## src/rtl/dmem_arbiter_pkg.sv

```systemverilog
// Shared constants for the data-memory arbiter: sequencer state encodings and
// requester port indices.
package dmem_arbiter_pkg;

    localparam logic [1:0] S_IDLE   = 2'd0;
    localparam logic [1:0] S_ACCESS = 2'd1;
    localparam logic [1:0] S_RESP   = 2'd2;

    localparam logic P_CPU = 1'b0;
    localparam logic P_LDR = 1'b1;

endpackage

```

## src/rtl/dmem_arbiter_rr_pick2.sv

```systemverilog
// Two-way round-robin picker: a lone eligible port wins outright, a tie goes
// to the port that was not granted last.
module rr_pick2 (
    input  logic [1:0] eligible,
    input  logic       last_gnt,
    output logic       valid,
    output logic       gnt
);

    assign valid = |eligible;
    assign gnt   = (&eligible) ? ~last_gnt : eligible[1];

endmodule

```

## src/rtl/dmem_arbiter.sv

```systemverilog
// Single-port BRAM arbiter between the CPU data path (port 0) and the UART
// loader (port 1): one word per grant, IDLE -> ACCESS -> RESP.
module dmem_arbiter
    import dmem_arbiter_pkg::*;
#(
    parameter int ADDR_W = 32,
    parameter int DEPTH  = 1024,
    parameter int DATA_W = 32
) (
    input  logic              clk,
    input  logic              rst,
    input  logic              req0,
    input  logic              wr0,
    input  logic [ADDR_W-1:0] addr0,
    input  logic [DATA_W-1:0] wdata0,
    output logic              done0,
    output logic [DATA_W-1:0] rdata0,
    input  logic              req1,
    input  logic              wr1,
    input  logic [ADDR_W-1:0] addr1,
    input  logic [DATA_W-1:0] wdata1,
    output logic              done1,
    output logic [DATA_W-1:0] rdata1,
    input  logic              lock1,
    output logic              err,
    output logic [ADDR_W-1:0] mem_addr,
    output logic              mem_write,
    output logic [DATA_W-1:0] mem_wdata,
    input  logic [DATA_W-1:0] mem_rdata
);

    logic [1:0]        r_state;
    logic              r_gnt;
    logic              r_last_gnt;
    logic              r_wr;
    logic              r_oor;
    logic              r_done0;
    logic              r_done1;
    logic              r_err;
    logic              r_mem_write;
    logic [ADDR_W-1:0] r_mem_addr;
    logic [DATA_W-1:0] r_mem_wdata;
    logic [DATA_W-1:0] r_hold0;
    logic [DATA_W-1:0] r_hold1;

    logic [1:0]        w_eligible;
    logic              w_valid;
    logic              w_gnt;
    logic              w_sel_wr;
    logic [ADDR_W-1:0] w_sel_addr;
    logic [DATA_W-1:0] w_sel_wdata;
    logic              w_sel_oor;
    logic [DATA_W-1:0] w_resp_data;
    logic              w_resp0;
    logic              w_resp1;

    // Lock only masks the CPU at arbitration time; a granted access always runs out.
    assign w_eligible = {req1, req0 & ~lock1};

    rr_pick2 u_pick (
        .eligible (w_eligible),
        .last_gnt (r_last_gnt),
        .valid    (w_valid),
        .gnt      (w_gnt)
    );

    assign w_sel_wr    = (w_gnt == P_LDR) ? wr1    : wr0;
    assign w_sel_addr  = (w_gnt == P_LDR) ? addr1  : addr0;
    assign w_sel_wdata = (w_gnt == P_LDR) ? wdata1 : wdata0;
    assign w_sel_oor   = (w_sel_addr >= ADDR_W'(DEPTH));

    // BRAM output is registered, so its data is only present during RESP.
    assign w_resp_data = (r_oor | r_wr) ? '0 : mem_rdata;
    assign w_resp0     = (r_state == S_RESP) && (r_gnt == P_CPU);
    assign w_resp1     = (r_state == S_RESP) && (r_gnt == P_LDR);

    always_ff @(posedge clk or negedge rst) begin
        if (!rst) begin
            r_state     <= S_IDLE;
            r_gnt       <= P_CPU;
            r_last_gnt  <= P_LDR;
            r_wr        <= 1'b0;
            r_oor       <= 1'b0;
            r_done0     <= 1'b0;
            r_done1     <= 1'b0;
            r_err       <= 1'b0;
            r_mem_write <= 1'b0;
            r_mem_addr  <= '0;
            r_mem_wdata <= '0;
            r_hold0     <= '0;
            r_hold1     <= '0;
        end else begin
            r_done0     <= 1'b0;
            r_done1     <= 1'b0;
            r_err       <= 1'b0;
            r_mem_write <= 1'b0;
            case (r_state)
                S_IDLE: begin
                    if (w_valid) begin
                        r_gnt       <= w_gnt;
                        r_wr        <= w_sel_wr;
                        r_oor       <= w_sel_oor;
                        r_mem_addr  <= w_sel_addr;
                        r_mem_wdata <= w_sel_wdata;
                        r_mem_write <= w_sel_wr & ~w_sel_oor;
                        r_state     <= S_ACCESS;
                    end
                end
                S_ACCESS: begin
                    r_done0 <= (r_gnt == P_CPU);
                    r_done1 <= (r_gnt == P_LDR);
                    r_err   <= r_oor;
                    r_state <= S_RESP;
                end
                S_RESP: begin
                    r_last_gnt <= r_gnt;
                    if (r_gnt == P_CPU) begin
                        r_hold0 <= w_resp_data;
                    end else begin
                        r_hold1 <= w_resp_data;
                    end
                    r_state <= S_IDLE;
                end
                default: r_state <= S_IDLE;
            endcase
        end
    end

    assign done0     = r_done0;
    assign done1     = r_done1;
    assign err       = r_err;
    assign rdata0    = w_resp0 ? w_resp_data : r_hold0;
    assign rdata1    = w_resp1 ? w_resp_data : r_hold1;
    assign mem_addr  = r_mem_addr;
    assign mem_write = r_mem_write;
    assign mem_wdata = r_mem_wdata;

endmodule

```

## config.mk

```make
export PLATFORM = sky130hd
export DESIGN_NAME = dmem_arbiter
export DESIGN_NICKNAME = d
export VERILOG_FILES = /design/src/rtl/dmem_arbiter_pkg.sv /design/src/rtl/dmem_arbiter_rr_pick2.sv /design/src/rtl/dmem_arbiter.sv
export SDC_FILE = /design/constraint.sdc
export NUM_CORES = 1
export LEC_CHECK = 0
export CORE_UTILIZATION = 34
export DETAILED_ROUTE_END_ITERATION = 8
export GPL_TIMING_DRIVEN = 1
export PLACE_DENSITY = 0.7
export SYNTH_ARGS = -nofsm -noshare
export SYNTH_HDL_FRONTEND = slang
export SYNTH_SLANG_ARGS = --single-unit
```

## constraint.sdc

```tcl
create_clock -name clk -period 2.4 [get_ports clk]
set_clock_uncertainty 0.2 [all_clocks]
set_input_delay 0.48 -clock clk [delete_from_list [all_inputs] [get_ports clk]]
set_output_delay 0.48 -clock clk [all_outputs]
set_load 0.02 [all_outputs]
```

# Word level (Yosys, flattened, before mapping)
# Cells that the tools add are included.
# op_classes
magnitude_cmp	1
n_eq_ne	3
mux	14
bitwise_logic	7
n_reduce_logical	8
# op_table
op	n
two-way mux 32 bit	5
greater-or-equal comparator 32 x 11 -> 1 bit (second input constant)	1
AND reduction 2 bit	4
two-way mux 1 bit	7
NOT 1 bit	4
one-hot mux 2 bit (2 select lines)	1
bitwise AND 1 bit	2
== test 2 x 1 -> 1 bit (second input constant)	1
== test 2 bit (second input constant)	1
logical AND 1 bit	2
zero test 2 bit	1
two-way mux 2 bit	1
!= test 2 x 1 -> 1 bit (second input constant)	1
OR reduction 2 bit	1
bitwise OR 1 bit	1
# word_totals
regBits	138
inputBits	167
out_inout_bits	132
elab_cells	46

# Longest topological paths before layout
# depth
word_depth	10
mapped_depth	7
mapped_depth_nobuf	5

# Modules after synthesis
# From an unflattened synthesis, not the netlist that was laid out.
# unflattened
hier_cells	567
area_unflattened_um2	5746.8
# modules_own_cells
mod	n_inst	cells_per_inst	area_each_um2	seq_area_each_um2
dmem_arbiter	1	565	5733.0	3454.6
rr_pick2	1	2	13.8	0.0

# Worst setup path before layout
# OpenSTA, ideal clock, no wires.
# synth_timing
kind	register to output
start	reg r_state[0]
end	out rdata0[10]
arrival_time_ns	1.583
required_ns	1.720
slack_ns	0.137
path_stages_with_launch	5
n_path_buf	2
path_cell_list	dfrtp_1 or3_1 buf_2 clkbuf_2 o21ai_0
# synth_between
elab_chain_len	3
# synth_rtl
element	line_no	source
start, declared	dmem_arbiter.sv:32	logic [1:0] r_state;
start signal, assigned	dmem_arbiter.sv:79	r_state <= S_IDLE;
start signal, assigned	dmem_arbiter.sv:106	r_state <= S_ACCESS;
start signal, assigned	dmem_arbiter.sv:113	r_state <= S_RESP;
== test 2 bit	dmem_arbiter.sv:74	assign w_resp0 = (r_state == S_RESP) && (r_gnt == P_CPU);
logical AND 1 bit	dmem_arbiter.sv:74	
two-way mux 32 bit	dmem_arbiter.sv:132	assign rdata0 = w_resp0 ? w_resp_data : r_hold0;
end, declared	dmem_arbiter.sv:17	output logic [DATA_W-1:0] rdata0,
# Every way passes these cells.

# Worst setup path in the final report
# layout_timing
start	reg r_state[0]
end	out rdata1[14]
# layout_between
elab_chain_len	3
# layout_rtl
element	line_no	source
== test 2 bit	dmem_arbiter.sv:75	assign w_resp1 = (r_state == S_RESP) && (r_gnt == P_LDR);
logical AND 1 bit	dmem_arbiter.sv:75	
two-way mux 32 bit	dmem_arbiter.sv:133	assign rdata1 = w_resp1 ? w_resp_data : r_hold1;
end, declared	dmem_arbiter.sv:23	output logic [DATA_W-1:0] rdata1,
# Every way passes these cells.

==> results by group <==
Status
  • Status: finished with violations
  • Violated checks: negative setup slack

Synth
  • Synth Area in Compound Gates: between 10% and 20%
  • Post-synth cell types: 24
  • Seq cells post-synth: roughly 140
  • XOR/XNOR share of the synthesized area: 0%
  • Mapped Cells: 573
  • Mapped Area: between 5000 and 6000 sq um
  • Sequential-to-total area share from yosys stat: roughly three fifths
  • Yosys warns: 0
  • Largest family of logic cells by synthesized area: simple AND/OR/NAND/NOR gates
  • Post-synth net total: 740
  • Mux share of post-synthesis cell area: between 10% and 20%
  • Syn Area/Cell: ~10 sq um
  • Post-Synth Simple-Gate Area: between 10% and 20%
  • Post-synthesis adder-cell area fraction: 0%

Global routing
  • Total gr overflow: 0
  • Initial antenna violation count: 0
  • Largest net degree at the start of global routing: 93
  • Total GRT Usage: 21.29%
  • Global-route wire length before repair: ~29000 um
  • Via count of the first global-routing pass: 5556

Timing
  • Hold WS: 0.2742 ns
  • Actual slew at the worst max-slew pin: between 0.5 and 0.6 ns
  • F_max: 391.4 MHz
  • RSZ-0062 raised after global routing: true
  • Final worst-path cycle share: 106.5%
  • Final WS setup: -0.1549 ns
  • Hold Vio Cnt, Final: 0
  • Clock period minus worst slack: between 2 and 3 ns
  • Fin. max-slew vios: 0
  • Slew headroom: approximately 64%
  • Final setup TNS: -5.092 ns
  • Final setup vio count: 64

Layout
  • Antenna cells: 0
  • Final nets: roughly 1100
  • Area occupied by multi-input gates: about 2700 sq um
  • Non-filler cells, final: around 1200
  • Layout cell share with drive strength beyond 1: around 28%
  • Filler cell count: 1258
  • FF+latch area: between 3000 and 4000 sq um
  • Fin area: between 10000 and 15000 sq um
  • Area Overhead vs Synth: 86.61%

Worst setup path
  • CP max stage cell: dfrtp_1
  • Startpoint Class: flip-flop
  • WP data arrival: between 1.5 and 2 ns
  • Setup crit start: r_state[0]
  • Reg-to-reg startpoint: r_state[0]
  • CP top delay family: buffers and inverters
  • Worst path cell trace: buf_6 > nand3b_1 > buf_6 > buf_12 > buf_6 > o21ai_4 > buf_6
  • Max incr delay on CP: 0.39 ns
  • Crit-path most repeated cell: buf_6
  • Required time of the critical path: between 1.5 and 2 ns
  • Buf+Inv Stages, Crit Path: 5
  • WS Path Type: reg2out
  • CP endpoint kind: output pin
  • Worst-path maximum fanout: 8

Placement
  • Detail Placement HPWL: between 10000 and 15000 um
  • DP Area: ~9400 sq um
  • Port bufs: just under 300
  • Post-Place Cells: 1097
  • Gpl congestion: approximately 0.81

Detailed routing
  • Drt total wl: between 20000 and 25000 um
  • Vias per cell: 4.838
  • Post-route ant nets: 0
  • Initial DRC count: roughly 180
  • Wire length per cell: about 18 um
  • Post-route DRC violation count: 0
  • Pre-Repair DR Iteration Count: 4
  • Via count: approximately 5600

Min path
  • Min-Delay Path Class: reg2reg
  • HP Start: r_hold0[25]

Die
  • Die X: around 130 um
  • Die area: 17680 sq um
  • Core Region: roughly 17000 sq um
  • # rows: between 40 and 50
  • I/O pin total: 299
  • Die Span Y: around 130 um
  • Initial Util: about a third

Clock tree
  • Worst-path clk slew: around 0.060 ns
  • Worst skew pair latency: between 0.4 and 0.5 ns
  • Clock Tree Root: clkbuf_16
  • CTS buffer count: 17
  • CTS tree: yes
  • H-tree depth: 4
  • Clock Sinks: about 140
  • Max clock buf depth: 2

Pwr
  • VDD IR-drop max: 572.6 uV
  • Design Power: 12210 uW
  • Pwr/cell area: between 1000 and 1500 nW/um^2
  • Leak: slightly below 0.005 uW

Job
  • Number of max-cap violations: 0
==> Yosys cell counts, drive strengths merged <==
master | n | area [sq um]
a21bo | 1 | 10.01
a31oi | 1 | 6.260
and2 | 2 | 12.51
and3 | 1 | 6.260
buf | 22 | 161.4
clkbuf | 17 | 66.31
dfrtp | 137 | 3428
dfstp | 1 | 26.28
inv | 2 | 7.510
mux2i | 68 | 680.7
nand2 | 163 | 611.8
nand3 | 4 | 20.02
nand3b | 1 | 7.510
nand4 | 2 | 12.51
nor2 | 5 | 18.77
nor2b | 3 | 26.27
nor4 | 10 | 62.56
o21ai | 132 | 660.6
or3 | 1 | 6.260
==> power breakdown <==
part           total (uW)  internal (uW)  switching [uW]  leakage, uW
Clock                2960           1870            1090     0.000314
Combinational        5700           2710            2980      0.00278
Sequential           3560           3150             408      0.00179
==> placed cells by master, fill, tap and decap left out <==
master / Yosys / routed
buf_4: 13 / 62
or3_4: 0 / 1
clkinvlp_4: 0 / 3
inv_6: 0 / 2
nand3b_1: 1 / 1
a21bo_4: 0 / 1
a31oi_1: 1 / 1
nor2_1: 5 / 4
inv_1: 2 / 2
nand4_1: 2 / 2
nor2b_4: 1 / 1
clkbuf_16: 0 / 21
o21ai_2: 0 / 36
bufinv_16: 0 / 5
nand2_2: 0 / 25
o21ai_4: 0 / 23
nand3_1: 4 / 4
o21ai_0: 106 / 58
nor2b_1: 2 / 2
buf_6: 3 / 54
and3_1: 1 / 1
inv_8: 0 / 2
nand2_1: 163 / 133
and2_1: 2 / 2
clkinv_4: 0 / 3
dfstp_2: 1 / 1
o21ai_1: 26 / 15
buf_8: 0 / 5
nor4_1: 10 / 10
nand2_4: 0 / 5
nor2_2: 0 / 1
mux2i_1: 68 / 68
buf_12: 0 / 12
dlygate4sd3_1: 0 / 1
clkdlybuf4s50_1: 0 / 233
dfrtp_1: 137 / 137
==> layer usage <==
| metal | vias to the layer above | wire length, um | global-route usage (%) |
|---|---|---|---|
| met5 | - | 0 | 0 |
| met4 | 0 | 656 | 7.727 |
| met3 | 40 | 1609 | 6.897 |
| met2 | 236 | 10420 | 36.04 |
| met1 | 2665 | 7727 | 25.17 |
| li1 | 2656 | - | - |
==> logic make-up after synthesis <==
group / count (synthesis)
AND/OR/NAND/NOR: 192
flip-flops: 138
AO/OA/AOI/OAI: 134
multiplexers: 68
buffers and inverters: 41
==> flip-flops by register name, summed over array words and instances (netlist names) <==
register	count
mem_wdata	32
r_wr	1
r_state	2
done0	1
mem_addr	32
r_hold1	32
r_last_gnt	1
r_hold0	32
r_gnt	1
mem_write	1
done1	1
r_oor	1
err	1
==> final timing paths <==
kind	endpoint	slack, ns	depth (start not counted)
worst max-delay path	rdata1[14]	-0.15	7
worst min-delay path	r_hold0[25]	0.27	2
worst max register to register	r_hold1[18]	0.59	9
worst min register to register	r_hold0[25]	0.27	2
max in group asynchronous	r_last_gnt	0.94	3
min in group asynchronous	r_hold0[12]	0.38	2
==> worst min-delay path, stage by stage, from the launching register on <==
cell and delay, ns:
dfrtp_1 0.33, nand2_1 0.05, o21ai_2 0.06
==> area by class of cell <==
type / count / share of cell area (%)
flip-flops and latches: 138 / 31.74
clock inverters: 15 / 2.196
clock buffers: 17 / 3.909
multi-input cells: 394 / 24.35
well taps: 220 / 2.529
repair buffers: 371 / 35.20
inverters: 2 / 0.06898
==> metrics by stage <==
stage | utilization (%) | setup slack [ns]
detailed placement | 56.24 | -0.2700
CTS | 62.19 | -0.2873
global placement | 56.24 | -0.2207
finish | 65.39 | -0.1549
global route | 65.39 | -0.2022
floorplan | - | 0.1371
==> repair_timing <==
| action | 4_1_cts | 5_1_grt |
|---|---|---|
| endpoints found under the hold margin | 48 | 0 |
| setup endpoints to repair | 64 | 64 |
| gates cloned | 3 | 7 |
| pin swaps | 3 | 15 |
| resized for setup | 488 | 107 |
| hold buffers | 1 | 0 |
| setup buffers | 8 | 12 |
No activity file was read; power rests on OpenSTA's default activity.
